<file path="src/rtl/timing_pkg.sv">
// Timing pulse sequencer shared types and defaults.
// State encoding plus interval-length helpers.
package timing_pkg;

    typedef enum logic [1:0] {
        IDLE  = 2'd0,
        SETUP = 2'd1,
        PULSE = 2'd2,
        GAP   = 2'd3
    } tp_state_e;

    localparam int DEF_SETUP_CYC = 3;
    localparam int DEF_PULSE_CYC = 4;
    localparam int DEF_GAP_CYC   = 8;

    // Counter load for an interval of cyc cycles; zero acts as one.
    function automatic logic [7:0] ivl_load(input int cyc);
        logic [7:0] len;
        len = (cyc < 1) ? 8'd1 : 8'(cyc);
        return len - 8'd1;
    endfunction

endpackage

</file>
<file path="src/rtl/timing_pulse_seq_if.sv">
// Control and pulse bundle of the timing pulse sequencer.
// master drives requests, slave returns pulses and status.
interface timing_pulse_seq_if;

    logic       run_req;
    logic       single_step;
    logic       stop_req;
    logic [3:0] tp;
    logic       jk_lock;
    logic       cyc_done;
    logic       running;

    modport master (
        output run_req, single_step, stop_req,
        input  tp, jk_lock, cyc_done, running
    );

    modport slave (
        input  run_req, single_step, stop_req,
        output tp, jk_lock, cyc_done, running
    );

endinterface

</file>
<file path="src/rtl/tp_interval_timer.sv">
// 8-bit interval down-counter for the pulse sequencer.
// done is high while the count sits at zero.
module tp_interval_timer (
    input  logic       mclk,
    input  logic       clr_n,
    input  logic       load,
    input  logic [7:0] load_val,
    output logic       done
);

    logic [7:0] count;

    // Load on request, otherwise count down and hold at zero.
    always_ff @(posedge mclk or negedge clr_n) begin
        if (!clr_n) begin
            count <= 8'd0;
        end else if (load) begin
            count <= load_val;
        end else if (count != 8'd0) begin
            count <= count - 8'd1;
        end
    end

    assign done = (count == 8'd0);

endmodule

</file>
<file path="src/rtl/timing_pulse_seq.sv">
// Four-phase time pulse sequencer (TP1..TP4) for a memory cycle.
// Outputs are registered one stage behind the state register.
module timing_pulse_seq
    import timing_pkg::*;
#(
    parameter int SETUP_CYC = DEF_SETUP_CYC,
    parameter int PULSE_CYC = DEF_PULSE_CYC,
    parameter int GAP_CYC   = DEF_GAP_CYC
) (
    input  logic               mclk,
    input  logic               clr_n,
    timing_pulse_seq_if.slave  bus
);

    localparam logic [7:0] SETUP_LD = ivl_load(SETUP_CYC);
    localparam logic [7:0] PULSE_LD = ivl_load(PULSE_CYC);
    localparam logic [7:0] GAP_LD   = ivl_load(GAP_CYC);

    tp_state_e  state_q, state_d;
    logic [1:0] phase_q, phase_d;
    logic       ss_q;
    logic       go, step;
    logic       ld;
    logic [7:0] ld_val;
    logic       ivl_done;
    logic       done_d;

    logic [3:0] tp_q;
    logic       jk_q, done_q, run_q;

    assign go   = bus.run_req & ~bus.stop_req;
    assign step = bus.single_step & ~ss_q;

    tp_interval_timer u_timer (
        .mclk     (mclk),
        .clr_n    (clr_n),
        .load     (ld),
        .load_val (ld_val),
        .done     (ivl_done)
    );

    // Next state, phase and interval load; stop only acts at cycle end.
    always_comb begin
        state_d = state_q;
        phase_d = phase_q;
        ld      = 1'b0;
        ld_val  = SETUP_LD;
        done_d  = 1'b0;
        unique case (state_q)
            IDLE: begin
                if (go || step) begin
                    state_d = SETUP;
                    phase_d = 2'd0;
                    ld      = 1'b1;
                end
            end
            SETUP: begin
                if (ivl_done) begin
                    state_d = PULSE;
                    ld      = 1'b1;
                    ld_val  = PULSE_LD;
                end
            end
            PULSE: begin
                if (ivl_done) begin
                    state_d = GAP;
                    ld      = 1'b1;
                    ld_val  = GAP_LD;
                end
            end
            GAP: begin
                if (ivl_done) begin
                    ld = 1'b1;
                    if (phase_q != 2'd3) begin
                        phase_d = phase_q + 2'd1;
                        state_d = SETUP;
                    end else begin
                        done_d  = 1'b1;
                        phase_d = 2'd0;
                        if (go) begin
                            state_d = SETUP;
                        end else begin
                            state_d = IDLE;
                            ld      = 1'b0;
                        end
                    end
                end
            end
            default: state_d = IDLE;
        endcase
    end

    // State, phase and single_step history registers.
    always_ff @(posedge mclk or negedge clr_n) begin
        if (!clr_n) begin
            state_q <= IDLE;
            phase_q <= 2'd0;
            ss_q    <= 1'b1;
        end else begin
            state_q <= state_d;
            phase_q <= phase_d;
            ss_q    <= bus.single_step;
        end
    end

    // Registered outputs decoded from the current state.
    always_ff @(posedge mclk or negedge clr_n) begin
        if (!clr_n) begin
            tp_q   <= 4'b0000;
            jk_q   <= 1'b0;
            done_q <= 1'b0;
            run_q  <= 1'b0;
        end else begin
            tp_q   <= (state_q == PULSE) ? (4'b0001 << phase_q)
                                         : 4'b0000;
            jk_q   <= (state_q == SETUP) || (state_q == PULSE);
            done_q <= done_d;
            run_q  <= (state_q != IDLE);
        end
    end

    assign bus.tp       = tp_q;
    assign bus.jk_lock  = jk_q;
    assign bus.cyc_done = done_q;
    assign bus.running  = run_q;

endmodule

</file>
<file path="src/flat_wrapper.sv">
// flat-port wrapper written by rule: the top's interface ports become plain ports
module timing_pulse_seq_flat import timing_pkg::*;
#(
    parameter int SETUP_CYC = DEF_SETUP_CYC,
    parameter int PULSE_CYC = DEF_PULSE_CYC,
    parameter int GAP_CYC   = DEF_GAP_CYC
)
  (mclk, clr_n, bus_run_req, bus_single_step, bus_stop_req, bus_tp, bus_jk_lock, bus_cyc_done, bus_running);
  timing_pulse_seq_if bus_i ();
  input  logic mclk;
  input  logic clr_n;
  input wire logic [$bits(bus_i.run_req)-1:0] bus_run_req;
  input wire logic [$bits(bus_i.single_step)-1:0] bus_single_step;
  input wire logic [$bits(bus_i.stop_req)-1:0] bus_stop_req;
  output wire logic [$bits(bus_i.tp)-1:0] bus_tp;
  output wire logic [$bits(bus_i.jk_lock)-1:0] bus_jk_lock;
  output wire logic [$bits(bus_i.cyc_done)-1:0] bus_cyc_done;
  output wire logic [$bits(bus_i.running)-1:0] bus_running;
  assign bus_i.run_req = bus_run_req;
  assign bus_i.single_step = bus_single_step;
  assign bus_i.stop_req = bus_stop_req;
  assign bus_tp = bus_i.tp;
  assign bus_jk_lock = bus_i.jk_lock;
  assign bus_cyc_done = bus_i.cyc_done;
  assign bus_running = bus_i.running;
  timing_pulse_seq #(.SETUP_CYC(SETUP_CYC), .PULSE_CYC(PULSE_CYC), .GAP_CYC(GAP_CYC)) u_core (.mclk(mclk), .clr_n(clr_n), .bus(bus_i));
endmodule
</file>
<file path="config.mk">
export PLATFORM = sky130hd
export DESIGN_NAME = timing_pulse_seq_flat
export DESIGN_NICKNAME = d
export VERILOG_FILES = /design/src/rtl/timing_pkg.sv /design/src/rtl/timing_pulse_seq_if.sv /design/src/rtl/tp_interval_timer.sv /design/src/rtl/timing_pulse_seq.sv /design/src/flat_wrapper.sv
export SDC_FILE = /design/constraint.sdc
export NUM_CORES = 1
export LEC_CHECK = 0
export ABC_CLOCK_PERIOD_IN_PS = 1650
export BUFFER_PORTS_ARGS = -buffer_cell sky130_fd_sc_hd__clkbuf_2
export CAP_MARGIN = 25
export CELL_PAD_IN_SITES_DETAIL_PLACEMENT = 2
export CELL_PAD_IN_SITES_GLOBAL_PLACEMENT = 2
export CORE_ASPECT_RATIO = 0.8
export CORE_UTILIZATION = 33
export DETAILED_ROUTE_END_ITERATION = 16
export PLACE_DENSITY = 0.82
export SLEW_MARGIN = 20
export SYNTH_ARGS = -nofsm -noshare
export SYNTH_HDL_FRONTEND = slang
export SYNTH_SLANG_ARGS = --single-unit
</file>
<file path="constraint.sdc">
create_clock -name mclk -period 1.65 [get_ports mclk]
set_input_delay 0.33 -clock mclk [delete_from_list [all_inputs] [get_ports mclk]]
set_output_delay 0.33 -clock mclk [all_outputs]
set_load 0.05 [all_outputs]
</file>
==> flow_metrics.py <==
metrics = {
    "sta": {
        "fmax_mhz": 575,
        "slew_headroom_pct": 63.9,
        "finalMaxSlewViolations": 0,
        "rsz0062_at_grt": "true",
        "post-route-min-period_ps": 1740,
        "hold_ws_ps": 27.3,
        "tightest_slew_ps": 541,
        "skew_ps": 3.67,
        "period_share_pct": 105,
        "setup_slack_ps": -90.3,
        "finalHoldViolCount": 0,
        "setup_violations": 5,
    },
    "logic_synthesis": {
        "synthesis.nets": 133,
        "synth_top_area_cell": "dfrtp_1",
        "synthTopCellsByArea": "dfrtp_1 (40%), ha_1 (10%), nand2_1 (3.8%), mux2i_1 (3.3%), inv_1 (3.1%)",
        "synth_top_area_share_pct": 39.7,
        "synth_enable_flop_cells": 0,
        "yosysMostFrequentCell": "dfrtp_1",
        "synth-seq-cells": 20,
        "avgSynthCellArea_um2": 10.1,
        "netlist_area_um2": 1200,
        "synthesis.instances": 118,
        "ys_seq_area_share_pct": 41.9,
        "yosys_warnings": 0,
        "synth_top_flop_cell": "dfrtp_1",
        "ys_types": 42,
        "synthTopCellsByCount": "dfrtp_1 (19), nand2_1 (12), ha_1 (10), inv_1 (10), nor2_1 (9)",
        "synthArstFlopShare_pct": 100,
    },
    "cts": {
        "h-tree-depth": 1,
        "cts_buffer_depth": 2,
        "clk_latency_ps": 270,
        "clockRootBuffer": "clkbuf_8",
        "path_clk_slew_ps": 80,
        "postCtsHoldBufs": 0,
        "cts_sinks": 20,
        "cts_made_buffers": 3,
        "cts_tree": "built",
    },
    "finish": {
        "layout.cells.non_filler": 197,
        "drive_gt1_share_pct": 49.0,
        "syn_to_final_growth_pct": 39.0,
        "final_cell_area_um2": 1660,
        "fin_nets": 171,
        "finalCoreUtilization_pct": 48.2,
        "antenna_cells": 0,
    },
    "die": {
        "coreArea_um2": 3450,
        "pin_count": 12,
        "initial_utilization_pct": 34.7,
        "num_rows": 19,
        "fp.dieH_um": 55.9,
        "die_x_um": 69.3,
        "fp.dieArea_um2": 3870,
    },
    "global_routing": {
        "antenna_found_initial": 0,
        "grt_max_degree": 21,
        "grt_pass1_vias": 1232,
        "grt_use_total_pct": 24.3,
        "grt_pass1_wl_um": 6870,
        "grt-ovfl-total": 0,
    },
    "worst_setup_path": {
        "cp_data_required_time_ps": 1860,
        "crit_fanout": 3,
        "critPathLaunchType": "flip-flop",
        "r2r_start": "u_core.u_timer.count[1]",
        "end_kind": "flip-flop",
        "cp.arrival_ps": 1950,
        "cp-startpoint": "u_core.u_timer.count[1]",
        "reg2reg_depth": 8,
        "r2r_end": "u_core.phase_q[1]",
        "critPathKind": "reg -> reg",
        "reg2reg_slack_ps": -90,
    },
    "route": {
        "post_drt_wl_per_cell_um": 23.4,
        "wirelength_um": 4610,
        "drtAntennaViolNets": 0,
        "viasPerCell": 5.47,
        "first_iter_violations": 36,
        "drtPass1Iterations": 4,
        "num_vias": 1077,
        "drc": 0,
    },
    "placed_design": {
        "dp.cells": 189,
        "postPlaceCellArea_um2": 1440,
        "post-place-ws_ps": -140,
        "dp_hpwl_um": 3070,
        "numPortBuffers": 11,
        "gp_congestion": 0.829,
    },
    "power_and_ir_drop": {
        "p_per_area_nw_per_um2": 2200,
        "p_leak_nw": 0.767,
        "vdd_drop_max_mv": 1.06,
    },
    "status": {
        "status": "finished, violations left",
        "violations": "setup timing",
    },
    "job": {
        "cap_violations": 0,
    },
    "worst_hold_path": {
        "min_path_type": "in -> async",
    },
}
[metrics by stage]
step | TNS [ps] | total power [mW]
floorplan | 0 | 1.90
global placement | 0 | 2.47
detailed placement | -771 | 2.67
CTS | -9.28 | 3.31
global route | -416 | 3.84
finish | -158 | 3.66
[sequential cells by signal, indices dropped and copies added (netlist names)]
| register | flops |
|---|---|
| u_core.bus.running | 1 |
| u_core.bus.cyc_done | 1 |
| u_core.ss_q | 1 |
| u_core.u_timer.count | 8 |
| u_core.phase_q | 2 |
| u_core.state_q | 2 |
| u_core.bus.jk_lock | 1 |
| u_core.bus.tp | 4 |
[layer usage]
metal / share of wire [%] / up-vias / GRT usage (%)
met5: 0 / - / 0
met4: 1.3 / 0 / 6.41
met3: 2.7 / 7 / 6.52
met2: 50 / 19 / 41.6
met1: 46 / 553 / 30.4
li1: - / 498 / -
[power breakdown]
group / internal (mW) / switching [mW]
Sequential: 0.661 / 0.193
Clock: 0.213 / 0.184
Combinational: 1.03 / 1.37
[kinds of logic (layout without fill, tap and decap cells)]
family	count (synthesis)	after routing	synth area share, %
simple gates	47	48	23.2
xor+xnor	1	1	0.732
flops	20	20	41.9
buf+inv	11	47	4.08
fa+ha+maj	10	10	10.5
mux	4	4	3.35
compound gates	25	25	16.2
[what timing repair did]
| item | in CTS | in global routing |
|---|---|---|
| resized for setup | 17 | 18 |
| setup endpoints to repair | 10 | 11 |
| gates cloned | 0 | 1 |
| pin swaps | 5 | 11 |
| setup buffers | 1 | 3 |
[cells in the final DEF, fill, tap and decap left out, types with 2 or more instances in the layout]
cell	synthesis	layout
nand2_1	12	10
nor2_1	9	7
o21ai_2	1	3
ha_4	0	2
inv_1	10	5
o21ai_0	5	3
a21oi_2	0	3
clkbuf_2	0	11
dfrtp_1	19	18
nor3_1	4	3
inv_2	0	5
ha_1	10	7
and2_1	4	4
a21oi_1	6	2
mux2i_1	4	4
nor2b_1	2	2
a211o_1	2	2
nand2b_1	2	2
buf_4	0	22
nor2_2	1	3
clkbuf_8	0	4
[cell type report]
class / instances / area (um2)
inverter: 10 / 37.5
sequential: 20 / 503
clock buffer: 4 / 55.1
multi-input combinational: 88 / 795
tap: 42 / 52.6
fill: 346 / 1780
timing repair buffer: 33 / 220
[worst max-delay path, cell delays in order, from the launching register on]
cell,delay (ps)
dfrtp_1,420
inv_2,110
ha_4,160
nor4b_4,280
buf_4,190
buf_4,110
nand4_1,120
a21oi_2,150
a211o_1,130
[how the worst max path moves through the flow]
stage | end | slack (ps) | cells after the start
6_report | u_core.phase_q[1] | -90 | 8
4_1_cts | u_core.state_q[1] | -9 | 7
5_1_grt | u_core.phase_q[1] | -150 | 8
2_1_floorplan | u_core.phase_q[1] | 30 | 7
3_3_place_gp | u_core.u_timer.count[0] | 40 | 6
3_5_place_dp | u_core.state_q[1] | -140 | 7
(Power assumes the default switching activity.)
